[src/rtl/ball_engine.sv]
// Bouncing-ball position engine with a registered per-pixel "inside ball" test; moves once per frame_tick while in MOVE.
// Optional BALL_MISS_EN: a left/right wall contact ends the rally (back to IDLE, recentred) instead of bouncing.
module ball_engine #(
  parameter int H_ACTIVE = 640,
  parameter int V_ACTIVE = 480,
  parameter int RADIUS   = 50,
  parameter int STEP     = 4
) (
  input  logic       clk,
  input  logic       reset,
  input  logic       frame_tick,
  input  logic       serve,
  input  logic       pause,
  input  logic [9:0] x,
  input  logic [9:0] y,
  output logic       ball,
  output logic [9:0] ball_x,
  output logic [9:0] ball_y,
  output logic       hit_left,
  output logic       hit_right,
  output logic       hit_top,
  output logic       hit_bottom,
  output logic [1:0] state
);

  typedef enum logic [1:0] {IDLE = 2'd0, MOVE = 2'd1, PAUSED = 2'd2} state_t;

  localparam logic [9:0]  X_CTR  = 10'(H_ACTIVE / 2);
  localparam logic [9:0]  Y_CTR  = 10'(V_ACTIVE / 2);
  localparam logic [9:0]  LO_LIM = 10'(RADIUS);
  localparam logic [9:0]  X_MAX  = 10'(H_ACTIVE - 1 - RADIUS);
  localparam logic [9:0]  Y_MAX  = 10'(V_ACTIVE - 1 - RADIUS);
  localparam logic [10:0] LO_THR = 11'(RADIUS + STEP);
  localparam logic [9:0]  STEP10 = 10'(STEP);
  localparam logic [22:0] R_SQ   = 23'(RADIUS * RADIUS);

  state_t      state_q, state_d;
  logic [9:0]  ball_x_q, ball_x_d, ball_y_q, ball_y_d;
  logic        dir_x_q, dir_x_d, dir_y_q, dir_y_d;
  logic        toggle_q, toggle_d;
  logic        ball_q, ball_d;
  logic        hit_l_q, hit_l_d, hit_r_q, hit_r_d, hit_t_q, hit_t_d, hit_b_q, hit_b_d;

  logic [10:0]        x_sum, y_sum;
  logic signed [10:0] dx, dy;
  logic signed [21:0] dx_ext, dy_ext;
  logic [21:0]        dx_sq, dy_sq;
  logic [22:0]        dist_sq;

  always_comb begin
    dx      = $signed({1'b0, x}) - $signed({1'b0, ball_x_q});
    dy      = $signed({1'b0, y}) - $signed({1'b0, ball_y_q});
    dx_ext  = 22'(dx);
    dy_ext  = 22'(dy);
    dx_sq   = dx_ext * dx_ext;
    dy_sq   = dy_ext * dy_ext;
    dist_sq = {1'b0, dx_sq} + {1'b0, dy_sq};
    ball_d  = (dist_sq <= R_SQ);
  end

  always_comb begin
    state_d  = state_q;
    ball_x_d = ball_x_q;
    ball_y_d = ball_y_q;
    dir_x_d  = dir_x_q;
    dir_y_d  = dir_y_q;
    toggle_d = toggle_q;
    hit_l_d  = 1'b0;
    hit_r_d  = 1'b0;
    hit_t_d  = 1'b0;
    hit_b_d  = 1'b0;
    x_sum    = {1'b0, ball_x_q} + 11'(STEP);
    y_sum    = {1'b0, ball_y_q} + 11'(STEP);

    case (state_q)
      IDLE: begin
        if (serve) begin
          state_d  = MOVE;
          dir_x_d  = toggle_q;
          dir_y_d  = 1'b1;
          toggle_d = ~toggle_q;
        end
      end
      MOVE: begin
        if (pause) begin
          state_d = PAUSED;
        end else if (frame_tick) begin
          // Overshoot is clamped to the wall and the direction flips in the same cycle.
          if (dir_x_q) begin
            if (x_sum > {1'b0, X_MAX}) begin
              ball_x_d = X_MAX; dir_x_d = 1'b0; hit_r_d = 1'b1;
            end else begin
              ball_x_d = x_sum[9:0];
            end
          end else if ({1'b0, ball_x_q} < LO_THR) begin
            ball_x_d = LO_LIM; dir_x_d = 1'b1; hit_l_d = 1'b1;
          end else begin
            ball_x_d = ball_x_q - STEP10;
          end

          if (dir_y_q) begin
            if (y_sum > {1'b0, Y_MAX}) begin
              ball_y_d = Y_MAX; dir_y_d = 1'b0; hit_b_d = 1'b1;
            end else begin
              ball_y_d = y_sum[9:0];
            end
          end else if ({1'b0, ball_y_q} < LO_THR) begin
            ball_y_d = LO_LIM; dir_y_d = 1'b1; hit_t_d = 1'b1;
          end else begin
            ball_y_d = ball_y_q - STEP10;
          end

`ifdef BALL_MISS_EN
          if (hit_l_d || hit_r_d) begin
            state_d  = IDLE;
            ball_x_d = X_CTR;
            ball_y_d = Y_CTR;
            dir_x_d  = dir_x_q;
          end
`else
`endif
        end
      end
      PAUSED: begin
        if (!pause) state_d = MOVE;
      end
      default: state_d = IDLE;
    endcase
  end

  always_ff @(posedge clk) begin
    if (!reset) begin
      state_q  <= IDLE;
      ball_x_q <= X_CTR;
      ball_y_q <= Y_CTR;
      dir_x_q  <= 1'b1;
      dir_y_q  <= 1'b1;
      toggle_q <= 1'b1;
      ball_q   <= 1'b0;
      hit_l_q  <= 1'b0;
      hit_r_q  <= 1'b0;
      hit_t_q  <= 1'b0;
      hit_b_q  <= 1'b0;
    end else begin
      state_q  <= state_d;
      ball_x_q <= ball_x_d;
      ball_y_q <= ball_y_d;
      dir_x_q  <= dir_x_d;
      dir_y_q  <= dir_y_d;
      toggle_q <= toggle_d;
      ball_q   <= ball_d;
      hit_l_q  <= hit_l_d;
      hit_r_q  <= hit_r_d;
      hit_t_q  <= hit_t_d;
      hit_b_q  <= hit_b_d;
    end
  end

  assign ball       = ball_q;
  assign ball_x     = ball_x_q;
  assign ball_y     = ball_y_q;
  assign hit_left   = hit_l_q;
  assign hit_right  = hit_r_q;
  assign hit_top    = hit_t_q;
  assign hit_bottom = hit_b_q;
  assign state      = state_q;

endmodule
[config.mk]
export PLATFORM = sky130hd
export DESIGN_NAME = ball_engine
export DESIGN_NICKNAME = d
export VERILOG_FILES = /design/src/rtl/ball_engine.sv
export SDC_FILE = /design/constraint.sdc
export NUM_CORES = 1
export LEC_CHECK = 0
export CAP_MARGIN = 30
export CELL_PAD_IN_SITES_DETAIL_PLACEMENT = 0
export CELL_PAD_IN_SITES_GLOBAL_PLACEMENT = 1
export CORE_MARGIN = 8
export CORE_UTILIZATION = 30
export CTS_CLUSTER_SIZE = 28
export DETAILED_ROUTE_END_ITERATION = 6
export PLACE_DENSITY = 0.59
export SLEW_MARGIN = 0
export SYNTH_ARGS = -nofsm -noshare
export SYNTH_HDL_FRONTEND = slang
export SYNTH_SLANG_ARGS = --single-unit
export TNS_END_PERCENT = 1
[constraint.sdc]
create_clock -name clk -period 10.7 [get_ports clk]
set_clock_uncertainty 0.15 [all_clocks]
set_input_delay 1.605 -clock clk [delete_from_list [all_inputs] [get_ports clk]]
set_output_delay 1.605 -clock clk [all_outputs]
set_load 0.03 [all_outputs]
==> results of run 1 <==
worst min-delay path: cells and delay by family (launching register included):
family / cells / cell delay [ns]
AND/OR/NAND/NOR: 1 / 0.07
flip-flops: 1 / 0.31
AO/OA/AOI/OAI: 1 / 0.07
through the flow:
| stage | instances | hold WS [ns] | area, µm² | util [%] | setup slack, ns |
|---|---|---|---|---|---|
| after floorplan | 1513 | 0.325 | 12400 | - | 1.12 |
| after global placement | 2100 | 0.349 | 13700 | 33.5 | 0.126 |
| after detailed placement | 2100 | 0.353 | 13700 | 33.5 | 0.0356 |
| after CTS | 2108 | 0.362 | 13900 | 33.9 | 0.295 |
| after global routing | 2110 | 0.401 | 13900 | 34.1 | 0.0387 |
| final | 2110 | 0.353 | 13900 | 34.1 | 0.671 |
timing repair:
item | 4_1_cts | 5_1_grt
buffers inserted | 0 | 2
endpoints found under the hold margin | 0 | 0
endpoints found under the setup margin | 0 | 1
resized for setup | 0 | 14
logic make-up after synthesis:
group / share of synthesized area (%)
AO/OA/AOI/OAI: 14.0
XOR/XNOR: 5.23
adder cells (fa/ha/maj): 47.9
buffers and inverters: 12.5
flip-flops: 4.84
multiplexers: 0.666
AND/OR/NAND/NOR: 14.9
cell usage in the layout (no fill, tap or decap), types with 10 or more instances in the layout:
| cell | n |
|---|---|
| nand3_1 | 33 |
| nor2b_1 | 16 |
| fa_1 | 208 |
| a31oi_1 | 10 |
| a21o_1 | 25 |
| a21oi_1 | 59 |
| ha_1 | 140 |
| nand2b_1 | 21 |
| nand2_1 | 109 |
| clkdlybuf4s50_1 | 51 |
| xnor2_1 | 58 |
| o21ai_0 | 55 |
| inv_1 | 366 |
| dfxtp_1 | 30 |
| xor2_1 | 11 |
| nor4_1 | 12 |
| nor2_1 | 132 |
| buf_4 | 37 |
| nor3_1 | 22 |
| and3_1 | 10 |
| o21ai_1 | 13 |
| o21a_1 | 10 |
metal layers:
metal / vias to the layer above / routed length (µm) / GRT usage [%]
met5: - / 0 / 0
met4: 0 / 326 / 2.07
met3: 24 / 888 / 0.757
met2: 136 / 15000 / 23.1
met1: 4917 / 13800 / 17.4
li1: 4926 / - / -
worst paths after layout:
kind                     startpoint               endpoint  depth (start not counted)  slack, ns
max                            x[0]        ball$_SDFF_PN0_                         38       0.67
min           toggle_q$_SDFFE_PN1P_  toggle_q$_SDFFE_PN1P_                          2       0.35
max reg2reg  ball_x[2]$_SDFFE_PN0P_        ball$_SDFF_PN0_                         35       1.71
min reg2reg   toggle_q$_SDFFE_PN1P_  toggle_q$_SDFFE_PN1P_                          2       0.35
final cells by class:
class / instances / area (µm²)
fill: 4325 / 26900
timing repair buffer: 88 / 788
inverter: 374 / 1410
multi-input combinational: 1078 / 10300
tap: 532 / 666
clock inverter: 3 / 40.0
clock buffer: 5 / 125
sequential: 30 / 601
state kept, by name (all words and copies together), names as in the netlist:
signal and flops:
ball_y 10, hit_right 1, toggle_q 1, state 2, ball 1, hit_bottom 1, hit_top 1, dir_x_q 1
ball_x 10, dir_y_q 1, hit_left 1
==> flow_summary.yaml, run 1 <==
route:
  drt-total-wl_um: 30100
  via_per_inst: 4.74
  first_iter_violations: 537
  drc: 0
  first_pass_iters: 5
  vias: 10003
  ant_nets: 0
  wl_per_cell_um: 14.2
cts:
  cts.sinks: 30
  cts_made_buffers: 5
  htreeDepth: 2
  cts-hold-fix-buffers: 0
  path_clk_slew_ns: 0.07
  clockRootBuffer: "clkbuf_16"
  insertion_delay_ns: 0.29
  cts_tree: "yes"
  clock_path_buffers: 2
timing:
  rsz0062_at_grt: "no"
  slew_headroom_pct: 45.7
  hold_viol: 0
  worst_slew_pin_slew_ns: 0.809
  setup_violations: 0
  setup_tns_ns: 0
  min_period_over_period_pct: 93.7
  fmax_mhz: 99.7
  maxSlewViolCount: 0
  fin_crit_ns: 10.03
die:
  io_pins: 52
  die_w_um: 219
  start_util_pct: 30.4
  rows: 74
  fp.dieH_um: 219
  coreArea_um2: 40800
  die_area_um2: 48100
worst_setup_path:
  crit_fanout: 14
  crit_path_start_kind: "primary input"
  worst-endpoint-required_ns: 10.79
  cpLargestDelayFamily: "adder cells"
  worst-path-buf-inv: 7
  crit_type: "primary input to flop"
  cp_slowest_cell: "fa_2"
  crit_path_end_kind: "flop"
  crit_arrival_ns: 10.12
  crit_path_max_incr_delay_ns: 0.65
finish:
  final_nets: 1951
  layout-drive-gt1-share_pct: 6.27
  num_antenna_cells: 0
  areaGrowthSynthToFinish_pct: 12.3
place:
  hpwlAfterDp_um: 26100
  io_buffers: 51
  gp_congestion: 0.810
global_route:
  grt-ovfl-total: 0
  antenna_found_initial: 0
  grt_pass1_wl_um: 51800
  grt_max_degree: 28
  grt_usage_pct: 13.0
  grt_pass1_vias: 10531
yosys:
  yosysWarnings: 0
  synth_edf_count: 0
  synth_top_cell_area_share_pct: 33.7
  netlist_instances: 1513
  synth_ff_type: "dfxtp_1"
  ys_seq_elements: 30
  synthArstFlopShare_pct: 0
  synth_cell_type_count: 84
  ys_top_cells_by_count: "inv_1 (367), fa_1 (209), ha_1 (140)"
  netlist_area_um2: 12400
  postSynthNetCount: 1887
  yosysMostFrequentCell: "inv_1"
  synth.yosys.seq_area_share_pct: 4.84
  ys_top_cells_by_area: "fa_1 (34%), ha_1 (14%), inv_1 (11%)"
  postSynthAreaPerCell_um2: 8.20
  yosysTopAreaCell: "fa_1"
min_path:
  hold_path_class: "flop to flop"
outcome:
  outcome: "completed"
run:
  cap_violations: 0
Power of run 1 is not shown: default switching activity piles up to over one toggle a cycle in this logic, so the estimate is an artifact.
==> run 2, diff against run 1 <==
--- a/config.mk
+++ b/config.mk
@@ -9,10 +9,10 @@
 export CELL_PAD_IN_SITES_DETAIL_PLACEMENT = 0
 export CELL_PAD_IN_SITES_GLOBAL_PLACEMENT = 1
 export CORE_MARGIN = 8
-export CORE_UTILIZATION = 30
+export CORE_UTILIZATION = 49
 export CTS_CLUSTER_SIZE = 28
 export DETAILED_ROUTE_END_ITERATION = 6
-export PLACE_DENSITY = 0.59
+export PLACE_DENSITY = 0.87
 export SLEW_MARGIN = 0
 export SYNTH_ARGS = -nofsm -noshare
 export SYNTH_HDL_FRONTEND = slang
==> run 2 against run 1 <==
Register-to-register slack lost 0.11 ns. Utilization increased by 20 points. Clock-buffer cell count increased by 1. Flip-flop and latch count stayed put. Non-clock buffer count down 8. Final cell count down 10%.
==> flow_summary.yaml, run 2 (synthesis gave the netlist of run 1 again) <==
route:
  wl_met2_um: 13700
  drc: 0
  vias: 10042
  ant_nets: 0
  route.met3.wl_um: 1040
  drt-total-wl_um: 27400
  first_iter_violations: 630
  first_pass_iters: 5
  met1Wirelength_um: 12200
  via_per_inst: 5.29
  top_layer_used: "met4"
  wl_per_cell_um: 14.4
worst_setup_path:
  crit_arrival_ns: 10.20
  crit_path_start_kind: "primary input"
  endpoint: "ball$_SDFF_PN0_"
  crit_type: "primary input to flop"
  worst-endpoint-required_ns: 10.78
  crit_fanout: 8
  crit_start: "x[0]"
  crit_path_max_incr_delay_ns: 0.61
  crit_path_end_kind: "flop"
  r2r_end: "ball$_SDFF_PN0_"
  r2r_cells: 35
  r2r_start: "ball_x[2]$_SDFFE_PN0P_"
  cp_slowest_cell: "fa_2"
  r2r_slack_ns: 1.60
timing:
  setup_slack_ns: 0.589
  setup_tns_ns: 0
  setup_violations: 0
  slew_headroom_pct: 39.7
  min_period_over_period_pct: 94.5
  fmax_mhz: 98.9
  fin_crit_ns: 10.11
  maxSlewViolCount: 0
  worst_slew_pin_slew_ns: 0.904
  hold_viol: 0
finish:
  final_cell_area_um2: 13600
  final_nets: 1943
  areaGrowthSynthToFinish_pct: 9.87
  final_common_cell: "inv_1"
  layout-drive-gt1-share_pct: 6.18
  num_antenna_cells: 0
  layout_common_cells: "inv_1 (366), fa_1 (207), ha_1 (139)"
cts:
  path_clk_slew_ns: 0.06
  clock_path_buffers: 2
  cts.sinks: 30
  insertion_delay_ns: 0.29
  htreeDepth: 2
  clockRootBuffer: "clkbuf_16"
  cts_tree: "yes"
  cts_made_buffers: 5
die:
  die_area_um2: 30700
  start_util_pct: 49.5
  io_pins: 52
  die_w_um: 175
  coreArea_um2: 25000
  fp.dieH_um: 175
  rows: 58
global_route:
  grt_usage_pct: 18.6
  grt_pass1_wl_um: 48300
  antenna_found_initial: 0
  grt-ovfl-total: 0
  grt_max_degree: 28
  grt_pass1_vias: 10414
min_path:
  hold_path_class: "flop to flop"
place:
  io_buffers: 51
  hpwlAfterDp_um: 23400
  pre_cts_slack_ns: 0.0398
  dpl_cell_area_um2: 13400
  gp_congestion: 0.868
run:
  cap_violations: 0
outcome:
  outcome: "completed"
## run 2: layer usage
layer  track usage [%]  up-vias
met1              24.3     4903
met2              32.8      193
met5                 0        -
met4              4.63        0
met3              1.60       39
li1                  -     4907
## run 2: worst min-delay path by stage
stage	from	end	slack, ns	cells after the start
2_1_floorplan	toggle_q$_SDFFE_PN1P_	toggle_q$_SDFFE_PN1P_	0.33	2
3_3_place_gp	toggle_q$_SDFFE_PN1P_	toggle_q$_SDFFE_PN1P_	0.34	2
3_5_place_dp	toggle_q$_SDFFE_PN1P_	toggle_q$_SDFFE_PN1P_	0.36	2
4_1_cts	toggle_q$_SDFFE_PN1P_	toggle_q$_SDFFE_PN1P_	0.37	2
5_1_grt	toggle_q$_SDFFE_PN1P_	toggle_q$_SDFFE_PN1P_	0.40	2
6_report	toggle_q$_SDFFE_PN1P_	toggle_q$_SDFFE_PN1P_	0.37	2
## run 2: layout make-up
| cell class | count | area (µm²) |
|---|---|---|
| clock buffers | 6 | 139 |
| clock inverters | 2 | 12.5 |
| fillers | 2381 | 11400 |
| inverters | 374 | 1410 |
| multi-input cells | 1078 | 10300 |
| flip-flops and latches | 30 | 601 |
| well taps | 330 | 413 |
| repair buffers | 80 | 728 |
## run 2: critical path: cells and delay by family
family,cells,cell delay [ns]
adders and majority gates,9,3.99
AOI/OAI and AO/OA,14,2.39
and+or+nand+nor,7,1.07
buffers and inverters,7,0.92
xor gates and xnor gates,1,0.19
## run 2: stage by stage
step	util, %	hold WS [ns]	cells
floorplan	-	0.325	1513
global placement	53.4	0.344	1887
detailed placement	53.4	0.360	1887
CTS	54.0	0.372	1895
global route	54.4	0.398	1900
finish	54.4	0.368	1900
## run 2: repair_timing
| action | CTS | global route |
|---|---|---|
| buffers inserted | 0 | 5 |
| hold buffers | 0 | 0 |
| gates resized for setup | 0 | 20 |
| endpoints found under the hold margin | 0 | 0 |
| endpoints found under the setup margin | 0 | 1 |
Power of run 2 is left out for the same reason.
